## src/rtl/iic_arbiter_if.sv

```systemverilog
// Bundle of requester-side and driver-side signals around the IIC EEPROM arbiter.
// The arbiter takes the slave view; the user controllers and the byte driver take the master view.
interface iic_arbiter_if;
    logic       req0_wr;
    logic       req0_rd;
    logic       req1_wr;
    logic       req1_rd;
    logic [7:0] req0_addr;
    logic [7:0] req1_addr;
    logic [7:0] req0_wdata;
    logic [7:0] req1_wdata;
    logic       req0_done;
    logic       req1_done;
    logic       req0_err;
    logic       req1_err;
    logic [7:0] rd_data;
    logic [1:0] grant;
    logic       busy;
    logic       wr_sig;
    logic       rd_sig;
    logic [7:0] addr_sig;
    logic [7:0] wr_data;
    logic       done_sig;
    logic [7:0] iic_rd_data;

    modport master (
        output req0_wr, req0_rd, req1_wr, req1_rd,
        output req0_addr, req1_addr, req0_wdata, req1_wdata,
        output done_sig, iic_rd_data,
        input  req0_done, req1_done, req0_err, req1_err,
        input  rd_data, grant, busy, wr_sig, rd_sig, addr_sig, wr_data
    );

    modport slave (
        input  req0_wr, req0_rd, req1_wr, req1_rd,
        input  req0_addr, req1_addr, req0_wdata, req1_wdata,
        input  done_sig, iic_rd_data,
        output req0_done, req1_done, req0_err, req1_err,
        output rd_data, grant, busy, wr_sig, rd_sig, addr_sig, wr_data
    );
endinterface

```

## src/rtl/iic_arbiter.sv

```systemverilog
// Round-robin arbiter sharing one IIC EEPROM byte driver between two requesters,
// with a strobe-until-done handshake, per-owner done/timeout pulses and registered read data.
module iic_arbiter #(
    parameter int unsigned TIMEOUT_CYCLES = 2_500_000,
    parameter int unsigned TCW            = 22
) (
    input  logic          clk_50M,
    input  logic          rst_n,
    iic_arbiter_if.slave  bus_io
);

    typedef enum logic [1:0] {
        ST_IDLE    = 2'd0,
        ST_BUSY    = 2'd1,
        ST_RELEASE = 2'd2
    } state_e;

    localparam logic [TCW-1:0] CNT_LAST = TCW'(TIMEOUT_CYCLES - 1);

    state_e         state_q, state_d;
    logic           last_q, last_d;      // 1: port 1 was served last
    logic [TCW-1:0] cnt_q, cnt_d;
    logic           wr_sig_q, wr_sig_d;
    logic           rd_sig_q, rd_sig_d;
    logic [7:0]     addr_q, addr_d;
    logic [7:0]     wdata_q, wdata_d;
    logic [7:0]     rd_data_q, rd_data_d;
    logic [1:0]     grant_q, grant_d;
    logic           busy_q, busy_d;
    logic           done0_q, done0_d;
    logic           done1_q, done1_d;
    logic           err0_q, err0_d;
    logic           err1_q, err1_d;

    logic req_any0, req_any1, pick1, pick_wr;
    logic start, finish_done, finish_err;

    assign req_any0 = bus_io.req0_wr | bus_io.req0_rd;
    assign req_any1 = bus_io.req1_wr | bus_io.req1_rd;
    // On a tie the port not served last wins.
    assign pick1    = req_any1 & (~req_any0 | ~last_q);
    assign pick_wr  = pick1 ? bus_io.req1_wr : bus_io.req0_wr;

    assign start       = (state_q == ST_IDLE) & (req_any0 | req_any1);
    // A done arriving on the final counter cycle wins over the timeout.
    assign finish_done = (state_q == ST_BUSY) & bus_io.done_sig;
    assign finish_err  = (state_q == ST_BUSY) & ~bus_io.done_sig & (cnt_q == CNT_LAST);

    // NOTE: reset is sampled on the clock edge only, so it lives inside the clocked branch.
    // NOTE: state registers use non-blocking assignments so every flop updates from pre-edge values.
    always_ff @(posedge clk_50M) begin
        if (!rst_n) begin
            state_q   <= ST_IDLE;
            last_q    <= 1'b1;
            cnt_q     <= '0;
            wr_sig_q  <= 1'b0;
            rd_sig_q  <= 1'b0;
            addr_q    <= '0;
            wdata_q   <= '0;
            rd_data_q <= '0;
            grant_q   <= '0;
            busy_q    <= 1'b0;
            done0_q   <= 1'b0;
            done1_q   <= 1'b0;
            err0_q    <= 1'b0;
            err1_q    <= 1'b0;
        end else begin
            state_q   <= state_d;
            last_q    <= last_d;
            cnt_q     <= cnt_d;
            wr_sig_q  <= wr_sig_d;
            rd_sig_q  <= rd_sig_d;
            addr_q    <= addr_d;
            wdata_q   <= wdata_d;
            rd_data_q <= rd_data_d;
            grant_q   <= grant_d;
            busy_q    <= busy_d;
            done0_q   <= done0_d;
            done1_q   <= done1_d;
            err0_q    <= err0_d;
            err1_q    <= err1_d;
        end
    end

    always_comb begin
        state_d = state_q;
        case (state_q)
            ST_IDLE:    if (start) state_d = ST_BUSY;
            ST_BUSY:    if (finish_done || finish_err) state_d = ST_RELEASE;
            ST_RELEASE: if (!bus_io.done_sig) state_d = ST_IDLE;
            default:    state_d = ST_IDLE;
        endcase
    end

    // NOTE: every output is given a hold/default value first so no path through the case infers a latch.
    always_comb begin
        last_d    = last_q;
        cnt_d     = cnt_q;
        wr_sig_d  = wr_sig_q;
        rd_sig_d  = rd_sig_q;
        addr_d    = addr_q;
        wdata_d   = wdata_q;
        rd_data_d = rd_data_q;
        grant_d   = grant_q;
        busy_d    = busy_q;
        done0_d   = 1'b0;
        done1_d   = 1'b0;
        err0_d    = 1'b0;
        err1_d    = 1'b0;

        case (state_q)
            ST_IDLE: begin
                if (start) begin
                    addr_d   = pick1 ? bus_io.req1_addr  : bus_io.req0_addr;
                    wdata_d  = pick1 ? bus_io.req1_wdata : bus_io.req0_wdata;
                    wr_sig_d = pick_wr;
                    rd_sig_d = ~pick_wr;
                    grant_d  = pick1 ? 2'b10 : 2'b01;
                    busy_d   = 1'b1;
                    cnt_d    = '0;
                    last_d   = pick1;
                end
            end
            ST_BUSY: begin
                cnt_d = cnt_q + TCW'(1);
                if (finish_done || finish_err) begin
                    wr_sig_d = 1'b0;
                    rd_sig_d = 1'b0;
                    grant_d  = 2'b00;
                end
                if (finish_done) begin
                    done0_d = grant_q[0];
                    done1_d = grant_q[1];
                    if (rd_sig_q) rd_data_d = bus_io.iic_rd_data;
                end
                if (finish_err) begin
                    err0_d = grant_q[0];
                    err1_d = grant_q[1];
                end
            end
            ST_RELEASE: begin
                if (!bus_io.done_sig) busy_d = 1'b0;
            end
            default: begin
                busy_d = 1'b0;
            end
        endcase
    end

    assign bus_io.req0_done = done0_q;
    assign bus_io.req1_done = done1_q;
    assign bus_io.req0_err  = err0_q;
    assign bus_io.req1_err  = err1_q;
    assign bus_io.rd_data   = rd_data_q;
    assign bus_io.grant     = grant_q;
    assign bus_io.busy      = busy_q;
    assign bus_io.wr_sig    = wr_sig_q;
    assign bus_io.rd_sig    = rd_sig_q;
    assign bus_io.addr_sig  = addr_q;
    assign bus_io.wr_data   = wdata_q;

endmodule

```

## src/flat_wrapper.sv

```systemverilog
// flat-port wrapper written by rule: the top's interface ports become plain ports
module iic_arbiter_flat 
#(
    parameter int unsigned TIMEOUT_CYCLES = 2_500_000,
    parameter int unsigned TCW            = 22
)
  (clk_50M, rst_n, bus_io_req0_wr, bus_io_req0_rd, bus_io_req1_wr, bus_io_req1_rd, bus_io_req0_addr, bus_io_req1_addr, bus_io_req0_wdata, bus_io_req1_wdata, bus_io_done_sig, bus_io_iic_rd_data, bus_io_req0_done, bus_io_req1_done, bus_io_req0_err, bus_io_req1_err, bus_io_rd_data, bus_io_grant, bus_io_busy, bus_io_wr_sig, bus_io_rd_sig, bus_io_addr_sig, bus_io_wr_data);
  iic_arbiter_if bus_io_i ();
  input  logic clk_50M;
  input  logic rst_n;
  input wire logic [$bits(bus_io_i.req0_wr)-1:0] bus_io_req0_wr;
  input wire logic [$bits(bus_io_i.req0_rd)-1:0] bus_io_req0_rd;
  input wire logic [$bits(bus_io_i.req1_wr)-1:0] bus_io_req1_wr;
  input wire logic [$bits(bus_io_i.req1_rd)-1:0] bus_io_req1_rd;
  input wire logic [$bits(bus_io_i.req0_addr)-1:0] bus_io_req0_addr;
  input wire logic [$bits(bus_io_i.req1_addr)-1:0] bus_io_req1_addr;
  input wire logic [$bits(bus_io_i.req0_wdata)-1:0] bus_io_req0_wdata;
  input wire logic [$bits(bus_io_i.req1_wdata)-1:0] bus_io_req1_wdata;
  input wire logic [$bits(bus_io_i.done_sig)-1:0] bus_io_done_sig;
  input wire logic [$bits(bus_io_i.iic_rd_data)-1:0] bus_io_iic_rd_data;
  output wire logic [$bits(bus_io_i.req0_done)-1:0] bus_io_req0_done;
  output wire logic [$bits(bus_io_i.req1_done)-1:0] bus_io_req1_done;
  output wire logic [$bits(bus_io_i.req0_err)-1:0] bus_io_req0_err;
  output wire logic [$bits(bus_io_i.req1_err)-1:0] bus_io_req1_err;
  output wire logic [$bits(bus_io_i.rd_data)-1:0] bus_io_rd_data;
  output wire logic [$bits(bus_io_i.grant)-1:0] bus_io_grant;
  output wire logic [$bits(bus_io_i.busy)-1:0] bus_io_busy;
  output wire logic [$bits(bus_io_i.wr_sig)-1:0] bus_io_wr_sig;
  output wire logic [$bits(bus_io_i.rd_sig)-1:0] bus_io_rd_sig;
  output wire logic [$bits(bus_io_i.addr_sig)-1:0] bus_io_addr_sig;
  output wire logic [$bits(bus_io_i.wr_data)-1:0] bus_io_wr_data;
  assign bus_io_i.req0_wr = bus_io_req0_wr;
  assign bus_io_i.req0_rd = bus_io_req0_rd;
  assign bus_io_i.req1_wr = bus_io_req1_wr;
  assign bus_io_i.req1_rd = bus_io_req1_rd;
  assign bus_io_i.req0_addr = bus_io_req0_addr;
  assign bus_io_i.req1_addr = bus_io_req1_addr;
  assign bus_io_i.req0_wdata = bus_io_req0_wdata;
  assign bus_io_i.req1_wdata = bus_io_req1_wdata;
  assign bus_io_i.done_sig = bus_io_done_sig;
  assign bus_io_i.iic_rd_data = bus_io_iic_rd_data;
  assign bus_io_req0_done = bus_io_i.req0_done;
  assign bus_io_req1_done = bus_io_i.req1_done;
  assign bus_io_req0_err = bus_io_i.req0_err;
  assign bus_io_req1_err = bus_io_i.req1_err;
  assign bus_io_rd_data = bus_io_i.rd_data;
  assign bus_io_grant = bus_io_i.grant;
  assign bus_io_busy = bus_io_i.busy;
  assign bus_io_wr_sig = bus_io_i.wr_sig;
  assign bus_io_rd_sig = bus_io_i.rd_sig;
  assign bus_io_addr_sig = bus_io_i.addr_sig;
  assign bus_io_wr_data = bus_io_i.wr_data;
  iic_arbiter #(.TIMEOUT_CYCLES(TIMEOUT_CYCLES), .TCW(TCW)) u_core (.clk_50M(clk_50M), .rst_n(rst_n), .bus_io(bus_io_i));
endmodule
```

## config.mk

```make
export PLATFORM = sky130hd
export DESIGN_NAME = iic_arbiter_flat
export DESIGN_NICKNAME = d
export VERILOG_FILES = /design/src/rtl/iic_arbiter_if.sv /design/src/rtl/iic_arbiter.sv /design/src/flat_wrapper.sv
export SDC_FILE = /design/constraint.sdc
export NUM_CORES = 1
export LEC_CHECK = 0
export ABC_AREA = 0
export CAP_MARGIN = 20
export CELL_PAD_IN_SITES_DETAIL_PLACEMENT = 1
export CELL_PAD_IN_SITES_GLOBAL_PLACEMENT = 2
export CORE_ASPECT_RATIO = 0.5
export CORE_MARGIN = 3
export CORE_UTILIZATION = 25
export CTS_CLUSTER_DIAMETER = 50
export DETAILED_ROUTE_END_ITERATION = 10
export GPL_ROUTABILITY_DRIVEN = 1
export PLACE_DENSITY_LB_ADDON = 0.1
export SYNTH_ARGS = -nofsm -noshare
export SYNTH_HDL_FRONTEND = slang
export SYNTH_SLANG_ARGS = --single-unit
```

## constraint.sdc

```tcl
create_clock -name clk_50M -period 4.8 [get_ports clk_50M]
set_clock_uncertainty 0.2 [all_clocks]
set_input_delay 1.44 -clock clk_50M [delete_from_list [all_inputs] [get_ports clk_50M]]
set_output_delay 1.44 -clock clk_50M [all_outputs]
set_load 0.01 [all_outputs]
```

==> results of run 1 <==
[path summary, 6_finish.rpt]
path                            startpoint                       end
hold reg to reg   u_core.bus_io.rd_data[5]  u_core.bus_io.rd_data[5]
hold / removal    u_core.bus_io.rd_data[5]  u_core.bus_io.rd_data[5]
setup reg to reg           u_core.cnt_q[0]      u_core.bus_io.wr_sig
setup / recovery            bus_io_req1_wr    u_core.bus_io.grant[1]
[layout by cell type (no fill, tap or decap), types with 3 or more instances in the layout]
master | synthesis | routed
nor2_1 | 25 | 25
and3_1 | 3 | 3
dfxtp_1 | 58 | 58
clkbuf_16 | 0 | 9
o311ai_0 | 5 | 5
nand3_1 | 15 | 15
mux2i_1 | 16 | 16
nand4_1 | 8 | 8
o21a_1 | 3 | 3
a211oi_1 | 18 | 18
o2111ai_1 | 4 | 4
buf_4 | 1 | 4
clkdlybuf4s50_1 | 0 | 79
a311oi_1 | 5 | 5
inv_1 | 5 | 5
o41ai_1 | 4 | 4
a21oi_1 | 25 | 25
o211ai_1 | 3 | 3
o21ai_0 | 8 | 7
or4_1 | 5 | 5
nand2_1 | 30 | 30
[worst max-delay path, delay by kind of cell]
kind | cells | cell delay [ps]
AOI/OAI and AO/OA | 1 | 260
and+or+nand+nor | 3 | 1080
buffers and inverters | 1 | 550
[layer usage]
layer / routed length (um) / GRT usage
met4: 55 / 0.03911
met5: 0 / 0
met2: 3588 / 0.2233
met3: 632 / 0.06913
met1: 4217 / 0.1835
[synth_stat cells, drive strengths merged (4+ instances only)]
cell / count
a211oi: 18
o2111ai: 4
nand3: 17
inv: 5
clkbuf: 12
o311ai: 5
o41ai: 4
dfxtp: 58
nand2: 30
and3: 5
nand4: 8
o21ai: 8
nor2: 25
buf: 9
or4: 6
a311oi: 5
a21oi: 25
mux2i: 16
[flip-flops by register name (all words and copies together), names as in the netlist]
name,cells
u_core.last_q,1
u_core.bus_io.busy,1
u_core.bus_io.grant,2
u_core.bus_io.wr_data,8
u_core.bus_io.req1_err,1
u_core.state_q,2
u_core.bus_io.rd_data,8
u_core.bus_io.wr_sig,1
u_core.cnt_q,22
u_core.bus_io.rd_sig,1
u_core.bus_io.req1_done,1
u_core.bus_io.req0_done,1
u_core.bus_io.req0_err,1
u_core.bus_io.addr_sig,8
[stage by stage]
stage,worst slack [ps],util,power (W)
floorplan,2078,-,0.0006462
global placement,1183,0.3440,0.0007565
detailed placement,1126,0.3440,0.0007617
CTS,1467,0.3717,0.001396
global route,1364,0.3728,0.001437
finish,1498,0.3728,0.001374
[area by class of cell]
| cell class | instances | area [um^2] |
|---|---|---|
| Inverter | 5 | 18.77 |
| Timing Repair Buffer | 84 | 832.0 |
| Clock inverter | 3 | 40.04 |
| Tap cell | 140 | 175.2 |
| Multi-Input combinational cell | 216 | 1383 |
| Clock buffer | 12 | 246.5 |
| Fill cell | 1243 | 6489 |
| Sequential cell | 58 | 1161 |
[power breakdown]
| part | switching [W] | internal, W |
|---|---|---|
| logic | 0.000107 | 0.000114 |
| registers | 0.0000205 | 0.000510 |
| clock network | 0.000212 | 0.000411 |
[logic make-up after synthesis]
kind of cell / Yosys count
compound gates: 83
buf+inv: 26
simple gates: 115
fa+ha+maj: 1
flops: 58
mux: 16
xor+xnor: 1
==> flow_summary.toml, run 1 <==
[layout]
stdcell_area_mm2 = 0.003856
nNetsFinal = 422
drive_gt1_frac = 0.08730
antenna_cells = 0
area_growth_pct = 43.62
instances_no_fill = 518

[clock_tree]
cts.sinks = 58
clockRootBuffer = "clkbuf_16"
cts_tree = "yes"
htreeDepth = 3
clock_latency_ps = 320
clk_pin_slew_ps = 50
cts_buffers = 9
post_cts_resize_count = 0
postCtsHoldBufs = 0
clockBufferDepth = 2
cts_setup_buffers = 0

[critical_path]
slowest_delay_ps = 650
worst_ep_arrival_time_ps = 3330
r2r_cells = 5
startpoint_type = "primary input"
critPathKind = "primary input to register"
reg2reg_slack_ps = 2700
crit_path_cell_trace = "clkdlybuf4s50_1 > nor4_2 > or3_2 > or2_1 > a221oi_1"
endpoint_kind = "register"
slowest_stage = "or3_2"
worst-path-max-fanout = 20
cp.required_ps = 4830

[placement]
dp_hpwl_um = 6194
placed_cells = 502
placed_area_mm2 = 0.003558
place_congestion = 0.7335
portBuffers = 79

[timing]
tns_ps = 0
worstMarginPinSlew_ps = 681.9
slew_violations = 0
post-route-min-period_ps = 3302
whs_ps = 255.9
finalCritPeriodShare = 0.6880
slew_headroom = 0.5454
hold_viol_final = 0
fmax_mhz = 302.8
final-setup-viol-count = 0
rsz0062_at_grt = "false"

[global_routing]
grt_pass1_wl_um = 13920
track_usage = 0.1453
grt_max_degree = 35
grt_pass1_vias = 2754
antenna_found_initial = 0
grt-ovfl-total = 0

[yosys]
synth_top_family_by_area = "simple AND/OR/NAND/NOR gates"
synthMuxAreaShare = 0.05965
synth-compound-area-share = 0.2125
yosys.area_share.xor_xnor = 0.003262
synthSimpleGateAreaFrac = 0.2316
ys_seq_area_frac = 0.4324
ys.flop_type = "dfxtp_1"
ys_types = 56
synthesis.nets = 348
synthesis.area_mm2 = 0.002685
avgSynthCellArea_um2 = 8.950
synth_top_area_frac = 0.4324
synth_edf_count = 0
async_flop_share = 0
ys_seq_elements = 58
yosys-top-cells-area = "dfxtp_1, mux2i_1, a211oi_1"
syn_inst = 300
synth_warnings = 0
synth_fa_ha_area_frac = 0.004660
yosysTopAreaCell = "dfxtp_1"

[drt]
ant_nets = 0
vias = 2607
drc_errors = 0
detail_route.iter0.violations = 88
totalWireLength_um = 8493
post_drt_wl_per_cell_um = 16.40
routed_via_density = 5.033
firstDrtPassIters = 4

[die]
dieArea_mm2 = 0.01210
rows = 26
ioPinCount = 80
core-area_mm2 = 0.01034
initial_core_util = 0.2596
dieWidth_um = 152.6
die_h_um = 79.28

[power]
p_leak_nw = 1.352
p_per_area_mw_per_mm2 = 356.3
ir_worst_vdd_mv = 0.1240

[run_status]
status = "finished, final reports clean"

[min_path]
hold_path.class = "register to register"
whs_path_depth = 2

[flow_run]
maxCapViolations = 0
Note: power is estimated with default switching activity, not from simulation.
==> run 2: changes to the inputs <==
Clock period 4.8 ns to 3.4 ns, I/O delays scaled along.
==> flow_summary.toml, run 2 (same netlist as run 1, synthesis figures left out) <==
[run_status]
status = "finished, final reports clean"

[timing]
tns_ps = 0
rsz0062_at_grt = "false"
final-setup-viol-count = 0
slew_headroom = 0.6448
finalCritPeriodShare = 0.8298
fmax_mhz = 354.5
fin_ws_ps = 578.8
post-route-min-period_ps = 2821
whs_ps = 255.1
slew_violations = 0
hold_viol_final = 0
worstMarginPinSlew_ps = 532.9

[layout]
final_cell_mix = "clkdlybuf4s50_1, dfxtp_1, nand2_1"
antenna_cells = 0
nNetsFinal = 425
largest_register_ffs = 22
seqCellArea_mm2 = 0.001161
multiInputGateArea_mm2 = 0.001383
area_growth_pct = 45.25
final_common_cell = "clkdlybuf4s50_1"
fill_cells = 1192
final_util = 0.3770
drive_gt1_frac = 0.09449
top_register = "u_core.cnt_q"
instances_no_fill = 521

[global_routing]
track_usage = 0.1431
grt-ovfl-total = 0
grt_use_met3 = 0.06968
use_met2 = 0.2282
grt_busiest_layer = "met2"
grt_max_degree = 41
antenna_found_initial = 0
use_met1 = 0.1729
grt_pass1_wl_um = 13730
grt_pass1_vias = 2740

[power]
clkPwrFrac = 0.452
p_sw_w = 0.0004794
p_int_w = 0.001469
p_per_area_mw_per_mm2 = 499.5
ir_worst_vdd_mv = 0.1915
power_frac_seq = 0.384
switching_share = 0.2461
comb_power_share = 0.164
p_leak_nw = 1.375

[clock_tree]
cts.sinks = 58
cts_buffers = 9
clockRootBuffer = "clkbuf_16"
postCtsHoldBufs = 0
post_cts_resize_count = 0
cts_tree = "yes"
clockBufferDepth = 2
cts_setup_buffers = 0
htreeDepth = 3
clock_latency_ps = 320
clk_pin_slew_ps = 50

[critical_path]
endpoint_kind = "register"
crit_path_cell_trace = "clkdlybuf4s50_1 > nor4_2 > or3_2 > buf_4 > a32oi_1 > a311oi_1"
critPathKind = "primary input to register"
slowest_delay_ps = 500
startpoint_type = "primary input"
worst_ep_arrival_time_ps = 2840
cp.required_ps = 3420
slowest_stage = "clkdlybuf4s50_1"
worst-path-max-fanout = 18

[die]
rows = 26
ioPinCount = 80
initial_core_util = 0.2596
dieWidth_um = 152.6
core-area_mm2 = 0.01034
die_h_um = 79.28
dieArea_mm2 = 0.01210

[placement]
place_congestion = 0.7619
placed_cells = 506
dp_hpwl_um = 6185
dpl_worst_slack_ps = 273.7
portBuffers = 79

[min_path]
hold_path.class = "register to register"

[drt]
firstDrtPassIters = 4
totalWireLength_um = 8376
detail_route.iter0.violations = 64
post_drt_wl_per_cell_um = 16.08
routed_via_density = 4.983
vias = 2596
drc_errors = 0
ant_nets = 0

[flow_run]
maxCapViolations = 0
==> run 2: changes by cell type in the layout (fill, tap and decap cells not counted) <==
cell,before,now
buf_12,0,2
buf_4,4,6
buf_6,1,0
==> run 2: worst paths after layout <==
path,start,to,slack [ps],cells after the start
worst max-delay path,bus_io_req1_wr,u_core.cnt_q[8],580,6
worst max register to register,u_core.cnt_q[0],u_core.bus_io.rd_sig,1290,5
worst min register to register,u_core.bus_io.rd_data[5],u_core.bus_io.rd_data[5],260,2
worst min-delay path,u_core.bus_io.rd_data[5],u_core.bus_io.rd_data[5],260,2
==> run 2: through the flow <==
stage	area (um^2)	total power [W]
global placement	3613	0.001078
finish	3900	0.001948
floorplan	2685	0.0009122
detailed placement	3613	0.001086
CTS	3900	0.001983
global route	3900	0.002042
==> run 2: final cells by class <==
cell class	instances	area share
Timing Repair Buffer	87	0.2246
Clock inverter	3	0.01027
Multi-Input combinational cell	216	0.3545
Sequential cell	58	0.2977
Tap cell	140	0.04491
Clock buffer	12	0.06320
Inverter	5	0.004812
==> run 2: power by group through the flow <==
stage	logic, W	registers, W	clock network, W
6_report	0.000320	0.000747	0.000881
5_1_grt	0.000352	0.000754	0.000936
4_1_cts	0.000326	0.000748	0.000909
3_5_place_dp	0.000325	0.000761	0
3_3_place_gp	0.000319	0.000760	0
2_1_floorplan	0.000143	0.000769	0
==> run 2: critical path: cells and delay by family <==
family | cells | cell delay (ps)
buffers and inverters | 2 | 720
and+or+nand+nor | 2 | 710
AOI/OAI and AO/OA | 2 | 380
==> run 2: metal layers <==
layer	share of wire	wire, um
met1	0.48	4001
met2	0.44	3681
met3	0.072	603
met4	0.011	89
met5	0	0
